## src/rtl/kypd_emulator.sv

```systemverilog
// 4x4 keypad responder: queued key commands close one contact with bounce; rows answer col drives.
// Rows follow col after row_delay cycles; cmd_ready drops while the command FIFO is full or rst is high.

module kypd_fifo #(
  parameter int WIDTH = 28,
  parameter int DEPTH = 4
) (
  input  logic             clk,
  input  logic             rst,
  input  logic             push_i,
  input  logic [WIDTH-1:0] wdat_i,
  input  logic             pop_i,
  output logic [WIDTH-1:0] rdat_o,
  output logic             full_o,
  output logic             empty_o
);
  localparam int AW = $clog2(DEPTH);

  logic [WIDTH-1:0] mem_q [DEPTH];
  logic [AW:0]      wr_ptr_q;
  logic [AW:0]      rd_ptr_q;

  // Extra pointer bit distinguishes full from empty when the indices match.
  assign full_o  = (wr_ptr_q[AW] != rd_ptr_q[AW]) && (wr_ptr_q[AW-1:0] == rd_ptr_q[AW-1:0]);
  assign empty_o = (wr_ptr_q == rd_ptr_q);
  assign rdat_o  = mem_q[rd_ptr_q[AW-1:0]];

  always_ff @(posedge clk) begin
    if (rst) begin
      wr_ptr_q <= '0;
      rd_ptr_q <= '0;
    end else begin
      if (push_i && !full_o) begin
        mem_q[wr_ptr_q[AW-1:0]] <= wdat_i;
        wr_ptr_q                <= wr_ptr_q + 1'b1;
      end
      if (pop_i && !empty_o) begin
        rd_ptr_q <= rd_ptr_q + 1'b1;
      end
    end
  end
endmodule

module kypd_emulator #(
  parameter int fifo_depth     = 4,
  parameter int bounce_period  = 8,
  parameter int bounce_toggles = 4,
  parameter int gap_cycles     = 64,
  parameter int row_delay      = 2
) (
  input  logic        clk,
  input  logic        rst,
  input  logic        cmd_valid,
  output logic        cmd_ready,
  input  logic [3:0]  cmd_key,
  input  logic [23:0] cmd_hold,
  input  logic [3:0]  col,
  output logic [3:0]  row,
  output logic        key_active,
  output logic        busy,
  output logic        done
);
  typedef enum logic [2:0] {IDLE, BOUNCE_IN, HOLD, BOUNCE_OUT, GAP} state_t;

  localparam logic [23:0] PER_LAST = 24'(bounce_period - 1);
  localparam logic [23:0] TOG_LAST = 24'(bounce_toggles);
  localparam logic [23:0] GAP_LAST = 24'(gap_cycles - 1);
  localparam logic [23:0] GAP_PRE  = 24'(gap_cycles - 2);

  state_t      state_q;
  logic [23:0] cnt_q;
  logic [23:0] tog_q;
  logic [23:0] hold_q;
  logic [3:0]  key_q;
  logic        contact_q;
  logic        done_q;

  logic        fifo_full;
  logic        fifo_empty;
  logic        fifo_pop;
  logic [27:0] fifo_rdat;
  logic [3:0]  row_next;
  logic [3:0]  key_pos;
  logic [3:0]  row_pipe_q [row_delay];

  assign cmd_ready  = !fifo_full && !rst;
  assign fifo_pop   = (state_q == IDLE) && !fifo_empty;
  assign busy       = (state_q != IDLE) || !fifo_empty;
  assign key_active = contact_q;
  assign done       = done_q;
  assign row        = row_pipe_q[row_delay-1];

  kypd_fifo #(.WIDTH(28), .DEPTH(fifo_depth)) u_fifo (
    .clk     (clk),
    .rst     (rst),
    .push_i  (cmd_valid && cmd_ready),
    .wdat_i  ({cmd_key, cmd_hold}),
    .pop_i   (fifo_pop),
    .rdat_o  (fifo_rdat),
    .full_o  (fifo_full),
    .empty_o (fifo_empty)
  );

  // Returns {row index, column index} of a key on the physical layout.
  function automatic logic [3:0] key_to_pos(input logic [3:0] k);
    case (k)
      4'h1: key_to_pos = {2'd0, 2'd0};
      4'h2: key_to_pos = {2'd0, 2'd1};
      4'h3: key_to_pos = {2'd0, 2'd2};
      4'hA: key_to_pos = {2'd0, 2'd3};
      4'h4: key_to_pos = {2'd1, 2'd0};
      4'h5: key_to_pos = {2'd1, 2'd1};
      4'h6: key_to_pos = {2'd1, 2'd2};
      4'hB: key_to_pos = {2'd1, 2'd3};
      4'h7: key_to_pos = {2'd2, 2'd0};
      4'h8: key_to_pos = {2'd2, 2'd1};
      4'h9: key_to_pos = {2'd2, 2'd2};
      4'hC: key_to_pos = {2'd2, 2'd3};
      4'h0: key_to_pos = {2'd3, 2'd0};
      4'hF: key_to_pos = {2'd3, 2'd1};
      4'hE: key_to_pos = {2'd3, 2'd2};
      default: key_to_pos = {2'd3, 2'd3};
    endcase
  endfunction

  assign key_pos = key_to_pos(key_q);

  // Index 0 sits on the MSB of col/row, so the bit position is the inverted index.
  always_comb begin
    row_next = 4'hF;
    if (contact_q && !col[~key_pos[1:0]]) begin
      row_next[~key_pos[3:2]] = 1'b0;
    end
  end

  always_ff @(posedge clk) begin
    if (rst) begin
      for (int i = 0; i < row_delay; i++) row_pipe_q[i] <= 4'hF;
    end else begin
      row_pipe_q[0] <= row_next;
      for (int i = 1; i < row_delay; i++) row_pipe_q[i] <= row_pipe_q[i-1];
    end
  end

  always_ff @(posedge clk) begin
    if (rst) begin
      state_q   <= IDLE;
      cnt_q     <= '0;
      tog_q     <= '0;
      hold_q    <= 24'd1;
      key_q     <= '0;
      contact_q <= 1'b0;
      done_q    <= 1'b0;
    end else begin
      done_q <= 1'b0;
      case (state_q)
        IDLE: begin
          if (!fifo_empty) begin
            key_q     <= fifo_rdat[27:24];
            hold_q    <= (fifo_rdat[23:0] == 24'd0) ? 24'd1 : fifo_rdat[23:0];
            state_q   <= BOUNCE_IN;
            contact_q <= 1'b1;
            cnt_q     <= '0;
            tog_q     <= '0;
          end
        end
        BOUNCE_IN, BOUNCE_OUT: begin
          if (cnt_q == PER_LAST) begin
            cnt_q <= '0;
            if (tog_q == TOG_LAST) begin
              tog_q <= '0;
              if (state_q == BOUNCE_IN) begin
                state_q   <= HOLD;
                contact_q <= 1'b1;
              end else begin
                state_q   <= GAP;
                contact_q <= 1'b0;
                if (gap_cycles == 1) done_q <= 1'b1;
              end
            end else begin
              tog_q     <= tog_q + 24'd1;
              contact_q <= ~contact_q;
            end
          end else begin
            cnt_q <= cnt_q + 24'd1;
          end
        end
        HOLD: begin
          if (cnt_q == hold_q - 24'd1) begin
            cnt_q     <= '0;
            state_q   <= BOUNCE_OUT;
            contact_q <= 1'b0;
          end else begin
            cnt_q <= cnt_q + 24'd1;
          end
        end
        GAP: begin
          // done is raised one cycle early so the registered pulse lands on the last GAP cycle.
          if (cnt_q == GAP_LAST) begin
            cnt_q   <= '0;
            state_q <= IDLE;
          end else begin
            cnt_q <= cnt_q + 24'd1;
            if (cnt_q == GAP_PRE) done_q <= 1'b1;
          end
        end
        default: state_q <= IDLE;
      endcase
    end
  end
endmodule

```

## config.mk

```make
export PLATFORM = sky130hd
export DESIGN_NAME = kypd_emulator
export DESIGN_NICKNAME = d
export VERILOG_FILES = /design/src/rtl/kypd_emulator.sv
export SDC_FILE = /design/constraint.sdc
export NUM_CORES = 1
export LEC_CHECK = 0
export ABC_AREA = 1
export BUFFER_PORTS_ARGS = -buffer_cell sky130_fd_sc_hd__buf_2
export CAP_MARGIN = 20
export CORE_MARGIN = 3
export CORE_UTILIZATION = 55
export CTS_BUF_LIST = sky130_fd_sc_hd__clkbuf_4 sky130_fd_sc_hd__clkbuf_8
export DETAILED_ROUTE_END_ITERATION = 12
export GPL_ROUTABILITY_DRIVEN = 0
export MAX_ROUTING_LAYER = met4
export PLACE_DENSITY = 0.82
export SLEW_MARGIN = 25
export SYNTH_ARGS = -nofsm -noshare
export SYNTH_HDL_FRONTEND = slang
export SYNTH_SLANG_ARGS = --single-unit
export TNS_END_PERCENT = 5
```

## constraint.sdc

```tcl
create_clock -name clk -period 2.6 [get_ports clk]
set_clock_uncertainty 0.2 [all_clocks]
set_input_delay 0.52 -clock clk [delete_from_list [all_inputs] [get_ports clk]]
set_output_delay 0.52 -clock clk [all_outputs]
set_load 0.05 [all_outputs]
```

==> impl_table.tex, run 1 <==
\begin{tabular}{lr}
\hline
Metric & Value \\
\hline
\multicolumn{2}{l}{\textbf{Hold path}} \\
Class of the most critical hold timing path & input pin to register \\
\multicolumn{2}{l}{\textbf{STA}} \\
Shortest period the worst path allows & $\sim$2500 ps \\
Maximum clock rate & between 400 and 500 MHz \\
Worst slack on hold paths & about 27 ps \\
Final Hold Viols & 0 \\
Final count of negative-setup-slack endpoints & 0 \\
Share of the cycle needed by the critical path after routing & a little over nine tenths \\
Setup TNS & 0 ps \\
Unrepaired setup endpoints after global routing & yes \\
Worst-Margin Slew & $\sim$560 ps \\
Final Max Slew Viols & 0 \\
Worst slew slack as a fraction of its limit & 62.93\% \\
\multicolumn{2}{l}{\textbf{Synth}} \\
Top cell type by total area after synthesis & sky130\_fd\_sc\_hd\_\_edfxtp\_1 \\
Most numerous cell types in the synthesized netlist & sky130\_fd\_sc\_hd\_\_nand2\_1, sky130\_fd\_sc\_hd\_\_inv\_1, sky130\_fd\_sc\_hd\_\_nor2\_1 \\
Mean Syn Cell Area & 8.306 sq um \\
Synthesized Nets & $\sim$1300 \\
Number of flops mapped to enable cells by yosys & 112 \\
Most used standard cell by instance count after synthesis & sky130\_fd\_sc\_hd\_\_nand2\_1 \\
Top cells by area, synth & sky130\_fd\_sc\_hd\_\_edfxtp\_1, sky130\_fd\_sc\_hd\_\_dfxtp\_1, sky130\_fd\_sc\_hd\_\_nand2\_1 \\
Distinct cell type count after synthesis & 46 \\
Share of synthesized area occupied by flip-flops and latches & 52.08\% \\
Count of mapped cells out of synthesis & about 1200 \\
Primary flip-flop cell chosen by synthesis mapping & sky130\_fd\_sc\_hd\_\_edfxtp\_1 \\
Share of flip-flops with an asynchronous set or reset & 0\% \\
Fraction of post-synthesis cell area in the top cell type by area & 32.52\% \\
Synthesized cell area & 10340 sq um \\
Count of state elements after synthesis & 213 \\
Total number of yosys warnings & 0 \\
\multicolumn{2}{l}{\textbf{Worst setup path}} \\
Biggest cell delay along the critical path & 400 ps \\
Critical setup path kind & register to output pin \\
Critical Path AT & between 1500 and 2000 ps \\
Cell at the slowest stage of the critical path & sky130\_fd\_sc\_hd\_\_dfxtp\_1 \\
Cell Chain, Critical Path & xnor2\_1 > nand3\_1 > nor3\_2 > inv\_1 > buf\_4 \\
Max FO, Critical Path & 4 \\
Required time worst endpoint & 1880 ps \\
Launching element type of the critical path & register \\
Setup crit end kind & output pin \\
\multicolumn{2}{l}{\textbf{Clock tree}} \\
Clock-pin slew of the registers on the worst-case setup and hold paths & $\sim$60 ps \\
H-Tree Level Count & 2 \\
Clock tree buffer depth & 3 \\
Clock latency at the later pin of the worst-skew pair & $\sim$540 ps \\
Total number of clock tree sinks & $\sim$210 \\
Clock root buffer & sky130\_fd\_sc\_hd\_\_clkbuf\_8 \\
Clock tree from TritonCTS & done \\
Number of clock buffers inserted by TritonCTS & 35 \\
\multicolumn{2}{l}{\textbf{Flow run}} \\
Max-cap violations & 0 \\
\multicolumn{2}{l}{\textbf{Placement}} \\
HPWL reported at the end of detailed placement & between 15000 and 20000 microns \\
Area of placed instances & between 10000 and 15000 sq um \\
Quantity of I/O buffers inserted on ports & between 40 and 50 \\
\multicolumn{2}{l}{\textbf{Finish}} \\
Syn-to-layout area delta & 18.05\% \\
Final net count & between 1000 and 1500 \\
Number of fillers in the final layout & between 1000 and 1500 \\
Utilization after layout & approximately two thirds \\
Diodes inserted & 0 \\
Sequential cell area & 5386 sq um \\
Area of all placed cells without fillers & 12210 sq um \\
Fraction of layout instances using a drive strength above 1 & between 10 and 15\% \\
Total area of multi-input combinational cells & between 4000 and 5000 sq um \\
\multicolumn{2}{l}{\textbf{Die}} \\
Cell row count & 49 \\
Num ports & 43 \\
Core area & $\sim$18000 sq um \\
Die span in y & about 140 microns \\
Starting Density & roughly 57\% \\
Chip Width & around 140 microns \\
Die area & 20480 sq um \\
\multicolumn{2}{l}{\textbf{Drt}} \\
Vias per cell & $\sim$5.6 \\
Routed Antenna Nets & 0 \\
Via count & just under 9000 \\
Sum of routed wire length over all layers & 25040 microns \\
Average wire per cell in the routed design & 15.71 microns \\
Total iterations of the first detailed-routing run & 6 \\
Initial drt markers & between 800 and 900 \\
DRC violation count after routing & 0 \\
\multicolumn{2}{l}{\textbf{Global route}} \\
Pin count of the biggest net entering global routing & 60 \\
Total overflow reported by the global router & 0 \\
Initial antenna violation count & 0 \\
First-pass GRT wire length & between 40000 and 50000 microns \\
Overall fraction of global-route tracks in use & approximately a quarter \\
Via count of the first global-routing pass & 8565 \\
\multicolumn{2}{l}{\textbf{Status}} \\
Status & finished, final reports clean \\
\multicolumn{2}{l}{\textbf{Power}} \\
Leakage power of the design & about 5.2 nW \\
Worst ir drop on vdd & between 0.7 and 0.8 mV \\
Total design power & approximately 0.011 W \\
Power density of the placed cells & 911.4 nW/um\^{}2 \\
\hline
\end{tabular}
==> critical path, delay by kind of cell (launching register included) <==
kind | cells | cell delay, ps
flops | 1 | 400
buf+inv | 2 | 350
xor+xnor | 1 | 160
simple gates | 2 | 320
==> final timing paths <==
path                                    startpoint             endpoint  slack, ps  cells past startpoint
worst min register to register    row_pipe_q[0][1]     row_pipe_q[0][5]        220                      1
worst max register to register           hold_q[2]            cnt_q[16]        130                     17
worst max-delay path            u_fifo.wr_ptr_q[0]                 busy        110                      5
worst min-delay path                  cmd_hold[16]  u_fifo.mem_q[2][16]         30                      1
==> kinds of logic (layout without fill, tap and decap cells) <==
kind of cell | Yosys count | after routing | synth area share [%]
AND/OR/NAND/NOR | 608 | 612 | 25.55
flip-flops | 213 | 213 | 52.08
buffers and inverters | 199 | 315 | 7.598
AO/OA/AOI/OAI | 174 | 174 | 10.09
XOR/XNOR | 41 | 41 | 3.472
adder cells (fa/ha/maj) | 10 | 10 | 1.210
==> report_power, final <==
group	internal (W)	switching [W]	total [W]	leakage, nW
Combinational	0.00120	0.00245	0.00365	2.97
Sequential	0.00383	0.000288	0.00412	1.84
Clock	0.00201	0.00135	0.00336	0.430
==> registers in the layout, indices dropped and copies added, names as in the netlist, named ones only <==
register	cells
row_pipe_q	8
u_fifo.mem_q	112
state_q	3
key_active	1
done	1
key_q	4
cnt_q	24
key_pos	4
tog_q	24
hold_q	24
u_fifo.rd_ptr_q	3
u_fifo.wr_ptr_q	3
==> through the flow <==
step | instances | setup slack, ps
after floorplan | 1245 | -172.7
after global placement | 1499 | 127.8
after detailed placement | 1499 | 29.54
after CTS | 1588 | 6.590
after global routing | 1594 | -51.66
final | 1594 | 107.5
==> cell type report <==
class	count	share of cell area (%)
Inverter	151	4.643
Sequential cell	213	44.12
Clock inverter	8	1.015
Tap cell	229	2.347
Timing Repair Buffer	101	6.621
Clock buffer	55	5.688
Multi-Input combinational cell	837	35.56
==> layer usage <==
| layer | track usage (%) | part of all wire, % |
|---|---|---|
| met5 | - | 0 |
| met4 | 10.61 | 2.9 |
| met3 | 4.956 | 7.2 |
| met2 | 41.82 | 49 |
| met1 | 30.43 | 40 |
==> what timing repair did <==
item | 4_1_cts | 5_1_grt
hold buffers | 26 | 0
gates cloned | 0 | 4
resized for setup | 0 | 29
setup buffers | 0 | 2
hold endpoints to repair | 102 | 0
pin swaps | 1 | 8
endpoints found under the setup margin | 4 | 38
==> cells in the final DEF, fill, tap and decap left out, types with 8 or more instances in the layout <==
cell type	instances
sky130_fd_sc_hd__clkbuf_4	10
sky130_fd_sc_hd__buf_2	41
sky130_fd_sc_hd__xor2_1	24
sky130_fd_sc_hd__nor2_4	9
sky130_fd_sc_hd__nor2_2	15
sky130_fd_sc_hd__o21ai_0	58
sky130_fd_sc_hd__edfxtp_1	112
sky130_fd_sc_hd__a32o_1	24
sky130_fd_sc_hd__nor4_1	12
sky130_fd_sc_hd__inv_1	142
sky130_fd_sc_hd__dfxtp_1	100
sky130_fd_sc_hd__nor2_1	120
sky130_fd_sc_hd__clkbuf_8	45
sky130_fd_sc_hd__a21oi_1	70
sky130_fd_sc_hd__nand2_1	324
sky130_fd_sc_hd__nor3_1	16
sky130_fd_sc_hd__ha_1	9
sky130_fd_sc_hd__dlygate4sd3_1	26
sky130_fd_sc_hd__nand4_1	30
sky130_fd_sc_hd__nand2_2	8
sky130_fd_sc_hd__buf_4	27
sky130_fd_sc_hd__nand3_1	50
sky130_fd_sc_hd__xnor2_1	17
No activity file was read; power rests on OpenSTA's default activity.
==> run 2: changes to the inputs <==
Settings changed: REMOVE_ABC_BUFFERS from default to 1.
==> run 2 against run 1 <==
Count of clock-buffer cells in the layout is 4 lower. Via count is 0.43% lower. Routed wire length is 3.0% lower. Sequential power hardly changed. Flip-flop and latch count stayed put. Cell count is 0.25% higher. Clock power is 12% lower.
==> impl_table.tex, run 2 (synthesis gave the netlist of run 1 again) <==
\begin{tabular}{lr}
\hline
Metric & Value \\
\hline
\multicolumn{2}{l}{\textbf{Worst setup path}} \\
Launching element type of the critical path & register \\
Critical setup path kind & register to register \\
Cell Chain, Critical Path & inv\_2 > ha\_4 > nand2\_4 > nor2\_4 > buf\_4 > nand3b\_1 > nand2\_1 > nand2\_1 > nor2\_1 > nand2\_1 > nor2\_1 > nand2\_2 > nand2\_8 > nand3\_4 > nand2\_2 > nand2\_1 > nand2\_1 > inv\_1 \\
Cell at the slowest stage of the critical path & sky130\_fd\_sc\_hd\_\_dfxtp\_2 \\
Startpoint of the lowest-slack register-to-register path & hold\_q[1] \\
Setup crit end kind & register \\
Required time worst endpoint & about 2800 ps \\
Biggest cell delay along the critical path & 330 ps \\
Max FO, Critical Path & 7 \\
Top cell by count, worst path & sky130\_fd\_sc\_hd\_\_nand2\_1 \\
Buffering stage count on the worst path with inverters included & 3 \\
Family with the most delay on the worst path & simple AND/OR/NAND/NOR gates \\
Critical Path AT & between 2000 and 3000 ps \\
Source of the critical timing path & hold\_q[1] \\
\multicolumn{2}{l}{\textbf{Drt}} \\
Total iterations of the first detailed-routing run & 6 \\
Sum of routed wire length over all layers & roughly 24000 microns \\
Vias per cell & about 5.5 \\
Average wire per cell in the routed design & about 15 microns \\
Initial drt markers & about 760 \\
Routed Antenna Nets & 0 \\
Via count & 8838 \\
DRC violation count after routing & 0 \\
\multicolumn{2}{l}{\textbf{STA}} \\
Final Hold Viols & 0 \\
Final Max Slew Viols & 0 \\
Worst slew slack as a fraction of its limit & between 60 and 70\% \\
Worst slack on hold paths & $\sim$28 ps \\
Share of the cycle needed by the critical path after routing & a little over nine tenths \\
Worst-Margin Slew & about 540 ps \\
Final count of negative-setup-slack endpoints & 0 \\
Final setup margin & 66.85 ps \\
Maximum clock rate & approximately 400 MHz \\
Shortest period the worst path allows & 2533 ps \\
Setup TNS & 0 ps \\
Unrepaired setup endpoints after global routing & yes \\
\multicolumn{2}{l}{\textbf{Die}} \\
Num ports & 43 \\
Core area & 18210 sq um \\
Die area & between 20000 and 25000 sq um \\
Starting Density & $\sim$57\% \\
Cell row count & 49 \\
Die span in y & 143.1 microns \\
Chip Width & 143.1 microns \\
\multicolumn{2}{l}{\textbf{Power}} \\
Leakage power of the design & $\sim$5.2 nW \\
Power density of the placed cells & around 900 nW/um\^{}2 \\
Worst ir drop on vdd & about 0.65 mV \\
\multicolumn{2}{l}{\textbf{Finish}} \\
Final net count & approximately 1400 \\
Flip-flop count of the largest register, all copies and words added & between 100 and 150 \\
Utilization after layout & 66.52\% \\
Fraction of layout instances using a drive strength above 1 & approximately 16\% \\
Commonest cells after routing, fill and taps aside & sky130\_fd\_sc\_hd\_\_nand2\_1, sky130\_fd\_sc\_hd\_\_inv\_1, sky130\_fd\_sc\_hd\_\_nor2\_1 \\
Diodes inserted & 0 \\
Commonest non-fill, non-tap cell in the layout & sky130\_fd\_sc\_hd\_\_nand2\_1 \\
Area of all placed cells without fillers & 12110 sq um \\
Syn-to-layout area delta & 17.12\% \\
\multicolumn{2}{l}{\textbf{Placement}} \\
HPWL reported at the end of detailed placement & between 15000 and 20000 microns \\
Area of placed instances & around 11000 sq um \\
Pre-CTS setup slack & between 7 and 8 ps \\
Quantity of I/O buffers inserted on ports & 42 \\
\multicolumn{2}{l}{\textbf{Clock tree}} \\
Clock tree from TritonCTS & done \\
Clock latency at the later pin of the worst-skew pair & 530 ps \\
Number of clock buffers inserted by TritonCTS & 35 \\
Clock-pin slew of the registers on the worst-case setup and hold paths & roughly 60 ps \\
Total number of clock tree sinks & about 210 \\
Clock root buffer & sky130\_fd\_sc\_hd\_\_clkbuf\_8 \\
Clock tree buffer depth & 3 \\
H-Tree Level Count & 2 \\
\multicolumn{2}{l}{\textbf{Hold path}} \\
Class of the most critical hold timing path & input pin to register \\
Min-delay src & cmd\_hold[16] \\
\multicolumn{2}{l}{\textbf{Global route}} \\
Pin count of the biggest net entering global routing & 53 \\
Via count of the first global-routing pass & about 8400 \\
Initial antenna violation count & 0 \\
Total overflow reported by the global router & 0 \\
First-pass GRT wire length & slightly below 40000 microns \\
Overall fraction of global-route tracks in use & a little under a quarter \\
\multicolumn{2}{l}{\textbf{Flow run}} \\
Max-cap violations & 0 \\
\multicolumn{2}{l}{\textbf{Status}} \\
Status & finished, final reports clean \\
\hline
\end{tabular}
## run 2: cell count changes in the layout (fill, tap and decap cells not counted), sizes merged
cell,before,now
clkbuf,55,51
bufinv,3,1
clkinv,6,13
buf,75,78
## run 2: worst paths after layout
path,end,slack (ps),cells past startpoint
min reg2reg,row_pipe_q[0][2],230,1
max reg2reg,cnt_q[2],70,18
min,u_fifo.mem_q[1][16],30,1
max,cnt_q[2],70,18
## run 2: area by class of cell
class	instances	area [sq um]
Timing Repair Buffer	104	790.8
Tap cell	229	286.5
Fill cell	1368	6097
Clock buffer	51	620.6
Sequential cell	213	5391
Inverter	151	566.8
Multi-Input combinational cell	837	4355
Clock inverter	13	100.1
## run 2: layer usage
layer	GRT usage (%)	up-vias	share of wire, %
met5	-	-	0
met4	9.255	0	2.9
met3	4.220	62	6.9
met2	39.96	344	49
met1	29.09	4104	42
li1	-	4328	-
## run 2: metrics by stage
step	power, W	instances
after global placement	0.007251	1497
after floorplan	0.006437	1197
after CTS	0.01034	1586
final	0.01070	1598
after detailed placement	0.007335	1497
after global routing	0.01133	1598
## run 2: repair_timing
item | 4_1_cts | 5_1_grt
hold endpoints to repair | 96 | 3
gates cloned | 0 | 4
hold buffers | 25 | 1
buffers inserted | 0 | 7
setup endpoints to repair | 23 | 39
pin swaps | 1 | 16
resized for setup | 1 | 40
## run 2: worst reg2reg max path: stages (launching register included)
cell	delay, ps
sky130_fd_sc_hd__dfxtp_2	330
sky130_fd_sc_hd__inv_2	60
sky130_fd_sc_hd__ha_4	150
sky130_fd_sc_hd__nand2_4	80
sky130_fd_sc_hd__nor2_4	200
sky130_fd_sc_hd__buf_4	140
sky130_fd_sc_hd__nand3b_1	70
sky130_fd_sc_hd__nand2_1	60
sky130_fd_sc_hd__nand2_1	50
sky130_fd_sc_hd__nor2_1	130
sky130_fd_sc_hd__nand2_1	90
sky130_fd_sc_hd__nor2_1	140
sky130_fd_sc_hd__nand2_2	120
sky130_fd_sc_hd__nand2_8	140
sky130_fd_sc_hd__nand3_4	170
sky130_fd_sc_hd__nand2_2	130
sky130_fd_sc_hd__nand2_1	60
sky130_fd_sc_hd__nand2_1	50
sky130_fd_sc_hd__inv_1	40
## run 2: where the power goes
group,internal [W],total [W],switching (W)
combinational,0.00119,0.00361,0.00242
clock,0.00165,0.00297,0.00132
sequential,0.00384,0.00412,0.000286
total,0.00668,0.0107,0.00402
